--- src/rtl/sii_ncu_arb.sv ---
// SII->NCU inbound link arbiter and sequencer.
// Two sources share one request/grant/data channel: Mondo interrupts and
// PIO completions. They are served alternately, round-robin. Each packet
// is a 16-bit header plus a 128-bit payload. It is sent as one header beat
// and then four 32-bit payload beats, most significant beat first. Each
// 16-bit half of the bus carries its own even parity bit.
module sii_ncu_arb #(
  parameter int unsigned GNT_TIMEOUT = 255
) (
  input  logic         iol2clk,
  input  logic         rst_l,
  input  logic         mondo_vld,
  input  logic [15:0]  mondo_hdr,
  input  logic [127:0] mondo_data,
  output logic         mondo_ack,
  input  logic         pio_vld,
  input  logic [15:0]  pio_hdr,
  input  logic [127:0] pio_data,
  output logic         pio_ack,
  input  logic         ncu_sii_gnt,
  output logic         sii_ncu_req,
  output logic [31:0]  sii_ncu_data,
  output logic [1:0]   sii_ncu_dparity,
  output logic         busy,
  output logic         proto_err,
  output logic         timeout_err
);

  typedef enum logic [2:0] {
    S_IDLE, S_REQ, S_HDR, S_PL0, S_PL1, S_PL2, S_PL3
  } state_e;

  localparam logic        SRC_MONDO   = 1'b0;
  localparam logic        SRC_PIO     = 1'b1;
  localparam logic [15:0] TIMEOUT_CNT = 16'(GNT_TIMEOUT);

  state_e         state_q, state_d;
  logic           last_q, last_d;
  logic [143:0]   buf_q, buf_d;
  logic [15:0]    cnt_q, cnt_d;
  logic           req_q, req_d;
  logic [31:0]    data_q, data_d;
  logic [1:0]     par_q, par_d;
  logic           mack_q, mack_d;
  logic           pack_q, pack_d;
  logic           busy_q, busy_d;
  logic           perr_q, perr_d;
  logic           terr_q, terr_d;
  logic           pick_pio;

  // Counter increment that holds at all-ones instead of wrapping.
  function automatic logic [15:0] sat_inc(input logic [15:0] v);
    return (v == 16'hFFFF) ? v : v + 16'd1;
  endfunction

  // Even parity of each 16-bit half of a bus word.
  function automatic logic [1:0] half_parity(input logic [31:0] d);
    return {^d[31:16], ^d[15:0]};
  endfunction

  // On a tie, the source that was not served last wins.
  assign pick_pio = pio_vld && (!mondo_vld || (last_q == SRC_MONDO));

  // State register.
  always_ff @(posedge iol2clk or negedge rst_l) begin
    if (!rst_l) state_q <= S_IDLE;
    else        state_q <= state_d;
  end

  // Next-state logic: one header beat and four payload beats per grant.
  always_comb begin
    state_d = state_q;
    case (state_q)
      S_IDLE:  if (mondo_vld || pio_vld) state_d = S_REQ;
      S_REQ:   if (ncu_sii_gnt)          state_d = S_HDR;
      S_HDR:   state_d = S_PL0;
      S_PL0:   state_d = S_PL1;
      S_PL1:   state_d = S_PL2;
      S_PL2:   state_d = S_PL3;
      S_PL3:   state_d = S_IDLE;
      default: state_d = S_IDLE;
    endcase
  end

  // Output and datapath next values. Every port is a register, so each
  // value is computed here for the cycle after the current one.
  always_comb begin
    buf_d  = buf_q;
    last_d = last_q;
    cnt_d  = cnt_q;
    req_d  = 1'b0;
    data_d = 32'h0;
    mack_d = 1'b0;
    pack_d = 1'b0;
    perr_d = perr_q | (ncu_sii_gnt && (state_q != S_REQ));
    terr_d = terr_q;
    case (state_q)
      S_IDLE: begin
        if (mondo_vld || pio_vld) begin
          buf_d  = pick_pio ? {pio_hdr, pio_data} : {mondo_hdr, mondo_data};
          last_d = pick_pio ? SRC_PIO : SRC_MONDO;
          pack_d = pick_pio;
          mack_d = !pick_pio;
          req_d  = 1'b1;
          cnt_d  = 16'h0;
        end
      end
      S_REQ: begin
        if (ncu_sii_gnt) begin
          data_d = {16'h0, buf_q[143:128]};
        end else begin
          // The request stays up after a timeout. The error flag only
          // records that the NCU was too slow.
          req_d = 1'b1;
          cnt_d = sat_inc(cnt_q);
          if (cnt_d == TIMEOUT_CNT) terr_d = 1'b1;
        end
      end
      S_HDR:   data_d = buf_q[127:96];
      S_PL0:   data_d = buf_q[95:64];
      S_PL1:   data_d = buf_q[63:32];
      S_PL2:   data_d = buf_q[31:0];
      default: data_d = 32'h0;
    endcase
    par_d  = half_parity(data_d);
    busy_d = (state_d != S_IDLE);
  end

  // Control and output registers. All of them clear at once when reset is asserted.
  always_ff @(posedge iol2clk or negedge rst_l) begin
    if (!rst_l) begin
      last_q <= SRC_MONDO;
      cnt_q  <= 16'h0;
      req_q  <= 1'b0;
      data_q <= 32'h0;
      par_q  <= 2'b00;
      mack_q <= 1'b0;
      pack_q <= 1'b0;
      busy_q <= 1'b0;
      perr_q <= 1'b0;
      terr_q <= 1'b0;
    end else begin
      last_q <= last_d;
      cnt_q  <= cnt_d;
      req_q  <= req_d;
      data_q <= data_d;
      par_q  <= par_d;
      mack_q <= mack_d;
      pack_q <= pack_d;
      busy_q <= busy_d;
      perr_q <= perr_d;
      terr_q <= terr_d;
    end
  end

  // Packet buffer. It is only read after it has been loaded in IDLE, so it has no reset.
  always_ff @(posedge iol2clk) begin
    buf_q <= buf_d;
  end

  assign sii_ncu_req     = req_q;
  assign sii_ncu_data    = data_q;
  assign sii_ncu_dparity = par_q;
  assign mondo_ack       = mack_q;
  assign pio_ack         = pack_q;
  assign busy            = busy_q;
  assign proto_err       = perr_q;
  assign timeout_err     = terr_q;

endmodule
--- config.mk ---
export PLATFORM = sky130hd
export DESIGN_NAME = sii_ncu_arb
export DESIGN_NICKNAME = d
export VERILOG_FILES = /design/src/rtl/sii_ncu_arb.sv
export SDC_FILE = /design/constraint.sdc
export NUM_CORES = 1
export LEC_CHECK = 0
export ABC_AREA = 1
export CORE_MARGIN = 4
export CORE_UTILIZATION = 31
export DETAILED_ROUTE_END_ITERATION = 7
export GPL_TIMING_DRIVEN = 0
export SETUP_SLACK_MARGIN = 0.02
export SYNTH_ARGS = -nofsm -noshare
export SYNTH_HDL_FRONTEND = slang
export SYNTH_SLANG_ARGS = --single-unit
export TNS_END_PERCENT = 1
--- constraint.sdc ---
create_clock -name iol2clk -period 10.5 [get_ports iol2clk]
set_input_delay 2.1 -clock iol2clk [delete_from_list [all_inputs] [get_ports iol2clk]]
set_output_delay 2.1 -clock iol2clk [all_outputs]
set_load 0.005 [all_outputs]
==> run_summary.xml, run 1 <==
<?xml version="1.0" encoding="UTF-8"?>
<metrics>
  <group name="logic_synthesis">
    <metric name="distinct_cells_synth" unit="">33</metric>
    <metric name="top_cell_type_s_share_of_synthesized_area" unit="%">41.5</metric>
    <metric name="yosys.cell_count.top_type" unit="">sky130_fd_sc_hd__nand2_1</metric>
    <metric name="postSynth.asyncResetShare" unit="%">29.4</metric>
    <metric name="synth_top_cell_by_area" unit="">sky130_fd_sc_hd__edfxtp_1</metric>
    <metric name="synthesis.instances" unit="">1309</metric>
    <metric name="synth.yosys.seq_area_share" unit="%">55.9</metric>
    <metric name="synth.net_count" unit="">1603</metric>
    <metric name="yosys_warnings" unit="">0</metric>
    <metric name="mappedNetlistArea" unit="sq um">10400</metric>
    <metric name="synth_area_per_cell" unit="sq um">7.95</metric>
    <metric name="synth_top_cells_by_count" unit="">sky130_fd_sc_hd__nand2_1, sky130_fd_sc_hd__edfxtp_1, sky130_fd_sc_hd__nor2_1</metric>
    <metric name="ys_seq_elements" unit="">204</metric>
    <metric name="synth.area.top_cells" unit="">sky130_fd_sc_hd__edfxtp_1, sky130_fd_sc_hd__nand2_1, sky130_fd_sc_hd__dfrtp_1</metric>
    <metric name="synth_edf_count" unit="">144</metric>
    <metric name="yosys_most_used_dff" unit="">sky130_fd_sc_hd__edfxtp_1</metric>
  </group>
  <group name="clocking">
    <metric name="holdBufCountCts" unit="">0</metric>
    <metric name="clk_root_buffer_cell" unit="">sky130_fd_sc_hd__clkbuf_16</metric>
    <metric name="cts_tree" unit="">built</metric>
    <metric name="cts_sinks" unit="">204</metric>
    <metric name="htree_num_levels" unit="">1</metric>
    <metric name="clkLatencyLatePin" unit="ns">0.52</metric>
    <metric name="post_cts.resized_instances" unit="">0</metric>
    <metric name="numCtsBuffers" unit="">24</metric>
    <metric name="clockBufferDepth" unit="">3</metric>
    <metric name="cts_setup_buffers" unit="">0</metric>
    <metric name="worst_setup_hold_path_clk_slew" unit="ns">0.06</metric>
  </group>
  <group name="route">
    <metric name="dr.max_layer_used" unit="">met5</metric>
    <metric name="met1_length" unit="mm">16.1</metric>
    <metric name="remaining_antenna_violation_count_after_routing" unit="">0</metric>
    <metric name="met3WireLength" unit="mm">2.60</metric>
    <metric name="dr_wl_met2" unit="mm">17.2</metric>
    <metric name="routed_via_density" unit="">4.50</metric>
    <metric name="drc" unit="">0</metric>
    <metric name="drt_iter0_drc" unit="">555</metric>
    <metric name="drt_pass1_iterations" unit="">5</metric>
    <metric name="total_via_count_in_the_routed_design" unit="">9581</metric>
    <metric name="finalWirelength" unit="mm">36.5</metric>
    <metric name="routed_wire_length_per_instance" unit="microns">17.2</metric>
  </group>
  <group name="floorplan">
    <metric name="pin_count" unit="">333</metric>
    <metric name="row_count" unit="">66</metric>
    <metric name="die_area" unit="sq um">36600</metric>
    <metric name="initial_cell_density_of_the_core" unit="%">31.7</metric>
    <metric name="floorplan_core_area" unit="sq um">32900</metric>
    <metric name="die-height" unit="microns">191</metric>
    <metric name="die_width" unit="microns">191</metric>
  </group>
  <group name="power_and_ir_drop">
    <metric name="power.total" unit="mW">3.58</metric>
    <metric name="vdd_ir_drop_max" unit="V">0.000112</metric>
    <metric name="p_per_area" unit="nW/um^2">236</metric>
    <metric name="static_power_due_to_leakage" unit="nW">6.88</metric>
  </group>
  <group name="timing">
    <metric name="setup_tns" unit="ns">0</metric>
    <metric name="slew-limit-headroom" unit="%">23.9</metric>
    <metric name="final.period_utilization" unit="%">39.5</metric>
    <metric name="hold_viol" unit="">0</metric>
    <metric name="max_slew.worst_pin.slew" unit="ns">1.13</metric>
    <metric name="setup_viol" unit="">0</metric>
    <metric name="final_max_slew_viol_count" unit="">0</metric>
    <metric name="max_clock_freq" unit="GHz">0.241</metric>
    <metric name="rsz_0062_raised_after_global_routing" unit="">false</metric>
    <metric name="final.hold.worst_slack" unit="ns">0.459</metric>
    <metric name="post-route-min-period" unit="ns">4.15</metric>
    <metric name="timing.clock.skew" unit="ns">0.0157</metric>
  </group>
  <group name="layout">
    <metric name="post_route_cells_drive_above_1_share" unit="%">5.04</metric>
    <metric name="nNetsFinal" unit="">1961</metric>
    <metric name="area_growth" unit="%">45.5</metric>
    <metric name="num-fill-cells" unit="">3274</metric>
  </group>
  <group name="grt">
    <metric name="grt_pass1_vias" unit="">9509</metric>
    <metric name="grt_first_pass_wirelength" unit="mm">53.9</metric>
    <metric name="globalRouteTotalUtil" unit="%">19.3</metric>
    <metric name="grt.overflow.total" unit="">0</metric>
    <metric name="maximum_number_of_pins_on_one_net_before_global_route_repair" unit="">94</metric>
    <metric name="grt_antenna_before_repair" unit="">2</metric>
  </group>
  <group name="hold_path">
    <metric name="hold_path.class" unit="">reg2reg</metric>
  </group>
  <group name="place">
    <metric name="portBuffers" unit="">331</metric>
    <metric name="gp_congestion" unit="">0.857</metric>
    <metric name="detailed_place_hpwl" unit="mm">28.2</metric>
  </group>
  <group name="status">
    <metric name="outcome" unit="">completed</metric>
  </group>
  <group name="setup_path">
    <metric name="worstSetupStartpointType" unit="">primary input</metric>
    <metric name="critPathCaptureType" unit="">register</metric>
    <metric name="crit_fanout" unit="">93</metric>
    <metric name="cp_data_required_time" unit="ns">10.70</metric>
    <metric name="critPathKind" unit="">in2reg</metric>
    <metric name="crit_arrival" unit="ns">4.35</metric>
  </group>
  <group name="flow_run">
    <metric name="max_cap_violations" unit="">0</metric>
  </group>
</metrics>
routing by layer:
layer / up-vias / GRT usage (%)
li1: 4848 / -
met3: 41 / 3.96
met1: 4362 / 26.1
met5: - / 0
met4: 2 / 4.23
met2: 328 / 32.3
critical path: stages:
cell and delay, ns:
sky130_fd_sc_hd__clkdlybuf4s50_1 0.44, sky130_fd_sc_hd__o21ai_1 0.89, sky130_fd_sc_hd__inv_6 0.44, sky130_fd_sc_hd__buf_16 0.39
through the flow:
step / area [sq um] / cells / util (%) / worst slack, ns
5_1_grt: 15100 / 2128 / 46.1 / 6.23
3_3_place_gp: 14300 / 2082 / 43.4 / 2.85
2_1_floorplan: 10400 / 1309 / - / 4.90
4_1_cts: 15100 / 2127 / 46.1 / 6.36
6_report: 15100 / 2128 / 46.1 / 6.35
3_5_place_dp: 14300 / 2083 / 43.5 / 5.83
placed cells by master, fill, tap and decap left out, types with 2 or more instances in the layout:
cell type,synthesis,routed
sky130_fd_sc_hd__dfrtp_1,60,60
sky130_fd_sc_hd__nor2_2,3,3
sky130_fd_sc_hd__nor2_4,5,5
sky130_fd_sc_hd__inv_2,4,4
sky130_fd_sc_hd__nand3_1,33,33
sky130_fd_sc_hd__buf_1,2,2
sky130_fd_sc_hd__nand4_1,17,17
sky130_fd_sc_hd__clkinv_2,0,4
sky130_fd_sc_hd__nor3_1,21,21
sky130_fd_sc_hd__bufinv_16,0,4
sky130_fd_sc_hd__edfxtp_1,144,144
sky130_fd_sc_hd__buf_2,4,4
sky130_fd_sc_hd__o21ai_1,4,4
sky130_fd_sc_hd__xor2_1,8,8
sky130_fd_sc_hd__clkbuf_8,0,2
sky130_fd_sc_hd__clkinv_1,1,3
sky130_fd_sc_hd__o21ai_0,12,12
sky130_fd_sc_hd__nand2_2,3,3
sky130_fd_sc_hd__buf_4,2,3
sky130_fd_sc_hd__inv_6,2,3
sky130_fd_sc_hd__clkdlybuf4s50_1,0,330
sky130_fd_sc_hd__inv_1,70,69
sky130_fd_sc_hd__nor2_1,71,71
sky130_fd_sc_hd__o21ai_2,3,3
sky130_fd_sc_hd__buf_6,11,11
sky130_fd_sc_hd__clkbuf_16,0,24
sky130_fd_sc_hd__nand2_1,782,782
sky130_fd_sc_hd__a21oi_1,2,2
sky130_fd_sc_hd__o22ai_1,6,6
sky130_fd_sc_hd__clkbuf_1,31,34
sky130_fd_sc_hd__clkinvlp_4,0,3
power by group:
part | switching, mW | internal, mW | leakage [nW]
registers | 0.0644 | 1.17 | 2.14
logic | 0.948 | 0.522 | 4.34
clock network | 0.339 | 0.534 | 0.400
registers in the layout, summed over array words and instances (netlist names):
signal / flops
buf_q: 144
busy: 1
cnt_q: 16
last_q: 1
mondo_ack: 1
pio_ack: 1
proto_err: 1
sii_ncu_data: 32
sii_ncu_dparity: 2
sii_ncu_req: 1
state_q: 3
timeout_err: 1
area by class of cell:
cell class                      instances  area, sq um  share of cell area [%]
Clock buffer                           29          639                    4.22
Antenna cell                            1         2.50                  0.0165
Inverter                               77          304                    2.01
Sequential cell                       204         5830                    38.5
Clock inverter                         15          195                    1.29
Multi-Input combinational cell        977         3990                    26.3
Buffer                                 51          298                    1.97
Tap cell                              442          553                    3.65
Timing Repair Buffer                  332         3340                    22.0
final timing paths:
kind	startpoint	end	slack, ns	cells after the start
worst max-delay path	pio_vld	buf_q[48]	6.35	4
worst min-delay path	timeout_err	timeout_err	0.46	2
worst max register to register	state_q[2]	buf_q[48]	7.79	6
worst min register to register	timeout_err	timeout_err	0.46	2
max in group asynchronous	rst_l	sii_ncu_dparity[1]	8.23	1
min in group asynchronous	rst_l	sii_ncu_data[7]	1.67	1
logic make-up (layout without fill, tap and decap cells):
family	Yosys count	after routing	synth area share (%)
buffers and inverters	128	504	5.73
flip-flops	204	204	55.9
AO/OA/AOI/OAI	28	28	1.55
XOR/XNOR	9	9	0.829
AND/OR/NAND/NOR	939	939	35.8
adder cells (fa/ha/maj)	1	1	0.120
other	0	1	0
No activity file was read; power rests on OpenSTA's default activity.
==> run 2, diff against run 1 <==
==> constraint.sdc (replaced) <==
create_clock -name iol2clk -period 3.5 [get_ports iol2clk]
set_input_delay 0.7 -clock iol2clk [delete_from_list [all_inputs] [get_ports iol2clk]]
set_output_delay 0.7 -clock iol2clk [all_outputs]
set_load 0.005 [all_outputs]
==> run_summary.xml, run 2 (synthesized netlist as in run 1, its figures left out) <==
<?xml version="1.0" encoding="UTF-8"?>
<metrics>
  <group name="status">
    <metric name="outcome" unit="">completed</metric>
  </group>
  <group name="setup_path">
    <metric name="source_of_the_critical_timing_path" unit="">pio_vld</metric>
    <metric name="worstSetupStartpointType" unit="">primary input</metric>
    <metric name="crit_arrival" unit="ns">3.23</metric>
    <metric name="r2r_setup_slack" unit="ns">0.78</metric>
    <metric name="critPathKind" unit="">in2reg</metric>
    <metric name="launch_instance_of_the_worst_register_to_register_path" unit="">state_q[2]</metric>
    <metric name="crit_fanout" unit="">10</metric>
    <metric name="critPathCaptureType" unit="">register</metric>
    <metric name="cp_data_required_time" unit="ns">3.87</metric>
  </group>
  <group name="layout">
    <metric name="post_route_cells_drive_above_1_share" unit="%">4.93</metric>
    <metric name="largest-register" unit="">buf_q</metric>
    <metric name="nNetsFinal" unit="">1963</metric>
    <metric name="fin_cells" unit="">2127</metric>
    <metric name="final_design_area_no_fill" unit="sq um">15100</metric>
    <metric name="area_growth" unit="%">45.3</metric>
    <metric name="most_common_cell_after_layout_fill_and_taps_aside" unit="">sky130_fd_sc_hd__nand2_1</metric>
    <metric name="largest_register_ffs" unit="">144</metric>
    <metric name="num-fill-cells" unit="">3260</metric>
    <metric name="layout_common_cells" unit="">sky130_fd_sc_hd__nand2_1, sky130_fd_sc_hd__clkdlybuf4s50_1, sky130_fd_sc_hd__edfxtp_1</metric>
  </group>
  <group name="clocking">
    <metric name="cts_sinks" unit="">204</metric>
    <metric name="cts_setup_buffers" unit="">0</metric>
    <metric name="clkLatencyLatePin" unit="ns">0.52</metric>
    <metric name="clk_root_buffer_cell" unit="">sky130_fd_sc_hd__clkbuf_16</metric>
    <metric name="holdBufCountCts" unit="">0</metric>
    <metric name="htree_num_levels" unit="">1</metric>
    <metric name="post_cts.resized_instances" unit="">0</metric>
    <metric name="numCtsBuffers" unit="">24</metric>
    <metric name="worst_setup_hold_path_clk_slew" unit="ns">0.06</metric>
    <metric name="cts_tree" unit="">built</metric>
    <metric name="clockBufferDepth" unit="">3</metric>
  </group>
  <group name="floorplan">
    <metric name="initial_cell_density_of_the_core" unit="%">31.7</metric>
    <metric name="row_count" unit="">66</metric>
    <metric name="die_width" unit="microns">191</metric>
    <metric name="die-height" unit="microns">191</metric>
    <metric name="die_area" unit="sq um">36600</metric>
    <metric name="floorplan_core_area" unit="sq um">32900</metric>
    <metric name="pin_count" unit="">333</metric>
  </group>
  <group name="timing">
    <metric name="max_clock_freq" unit="GHz">0.349</metric>
    <metric name="post-route-min-period" unit="ns">2.86</metric>
    <metric name="timing.clock.skew" unit="ns">0.0158</metric>
    <metric name="final_max_slew_viol_count" unit="">0</metric>
    <metric name="setup_viol" unit="">0</metric>
    <metric name="max_slew.worst_pin.slew" unit="ns">0.907</metric>
    <metric name="setup_tns" unit="ns">0</metric>
    <metric name="final.period_utilization" unit="%">81.8</metric>
    <metric name="hold_viol" unit="">0</metric>
    <metric name="rsz_0062_raised_after_global_routing" unit="">false</metric>
    <metric name="slew-limit-headroom" unit="%">39.5</metric>
    <metric name="final.hold.worst_slack" unit="ns">0.263</metric>
  </group>
  <group name="grt">
    <metric name="grt_antenna_before_repair" unit="">1</metric>
    <metric name="grt_pass1_vias" unit="">9322</metric>
    <metric name="grt_first_pass_wirelength" unit="mm">54.4</metric>
    <metric name="maximum_number_of_pins_on_one_net_before_global_route_repair" unit="">61</metric>
    <metric name="grt.overflow.total" unit="">0</metric>
    <metric name="globalRouteTotalUtil" unit="%">19.6</metric>
  </group>
  <group name="power_and_ir_drop">
    <metric name="p_per_area" unit="nW/um^2">702</metric>
    <metric name="power.total" unit="mW">10.6</metric>
    <metric name="static_power_due_to_leakage" unit="nW">6.87</metric>
    <metric name="vdd_ir_drop_max" unit="V">0.000464</metric>
  </group>
  <group name="route">
    <metric name="routed_via_density" unit="">4.50</metric>
    <metric name="drt_iter0_drc" unit="">610</metric>
    <metric name="drt_pass1_iterations" unit="">5</metric>
    <metric name="finalWirelength" unit="mm">36.7</metric>
    <metric name="drc" unit="">0</metric>
    <metric name="routed_wire_length_per_instance" unit="microns">17.3</metric>
    <metric name="remaining_antenna_violation_count_after_routing" unit="">0</metric>
    <metric name="total_via_count_in_the_routed_design" unit="">9561</metric>
  </group>
  <group name="place">
    <metric name="gp_congestion" unit="">0.837</metric>
    <metric name="detailed_place_hpwl" unit="mm">28.4</metric>
    <metric name="dpl-instance-area" unit="sq um">14400</metric>
    <metric name="dp.cells" unit="">2085</metric>
    <metric name="portBuffers" unit="">331</metric>
  </group>
  <group name="hold_path">
    <metric name="hold_path.class" unit="">in2async</metric>
  </group>
  <group name="flow_run">
    <metric name="max_cap_violations" unit="">0</metric>
  </group>
</metrics>
## run 2: changes by cell type in the layout (fill, tap and decap cells not counted), moves of 2 or more
cell                       previous run  this run
sky130_fd_sc_hd__buf_12               0         3
sky130_fd_sc_hd__clkbuf_1            34        32
sky130_fd_sc_hd__clkbuf_8             2         0
sky130_fd_sc_hd__clkinv_1             3         7
## run 2: path summary, 6_finish.rpt
path	depth (start not counted)	to
worst max-delay path	7	buf_q[106]
worst min-delay path	1	sii_ncu_data[7]
worst max register to register	7	buf_q[17]
worst min register to register	1	proto_err
max in group asynchronous	1	sii_ncu_data[27]
min in group iol2clk	1	proto_err
## run 2: layout make-up
class                      count  area [sq um]  area share [%]
antenna                        1          2.50          0.0165
buffer                        51           298            1.97
clock buffer                  26           629            4.16
clock inverter                15           149           0.984
inverter                      77           303            2.00
multi-input combinational    977          4000            26.4
sequential                   204          5830            38.5
tap                          442           553            3.65
timing repair buffer         334          3370            22.3
## run 2: layer usage
layer  track usage (%)  wire, microns  share of wire (%)
met1              26.9          16200                 44
met2              32.6          17400                 47
met3              3.78           2540                6.9
met4              3.87            624                1.7
met5                 0              0                  0
## run 2: power breakdown
part	leakage (nW)	switching, mW	internal, mW
Combinational	4.35	2.83	1.60
Clock	0.381	0.985	1.51
Sequential	2.14	0.200	3.51
## run 2: through the flow
stage,util [%],setup WS (ns)
after detailed placement,43.7,0.112
after CTS,46.0,0.651
after global placement,43.5,-1.87
after global routing,46.0,0.548
final,46.0,0.636
after floorplan,-,-0.0274
## run 2: worst max-delay path, stage by stage
cell	delay, ns
sky130_fd_sc_hd__clkdlybuf4s50_1	0.52
sky130_fd_sc_hd__nand2_1	0.11
sky130_fd_sc_hd__inv_2	0.23
sky130_fd_sc_hd__clkbuf_1	0.72
sky130_fd_sc_hd__clkbuf_1	0.67
sky130_fd_sc_hd__nand2_1	0.12
sky130_fd_sc_hd__nand2_1	0.14
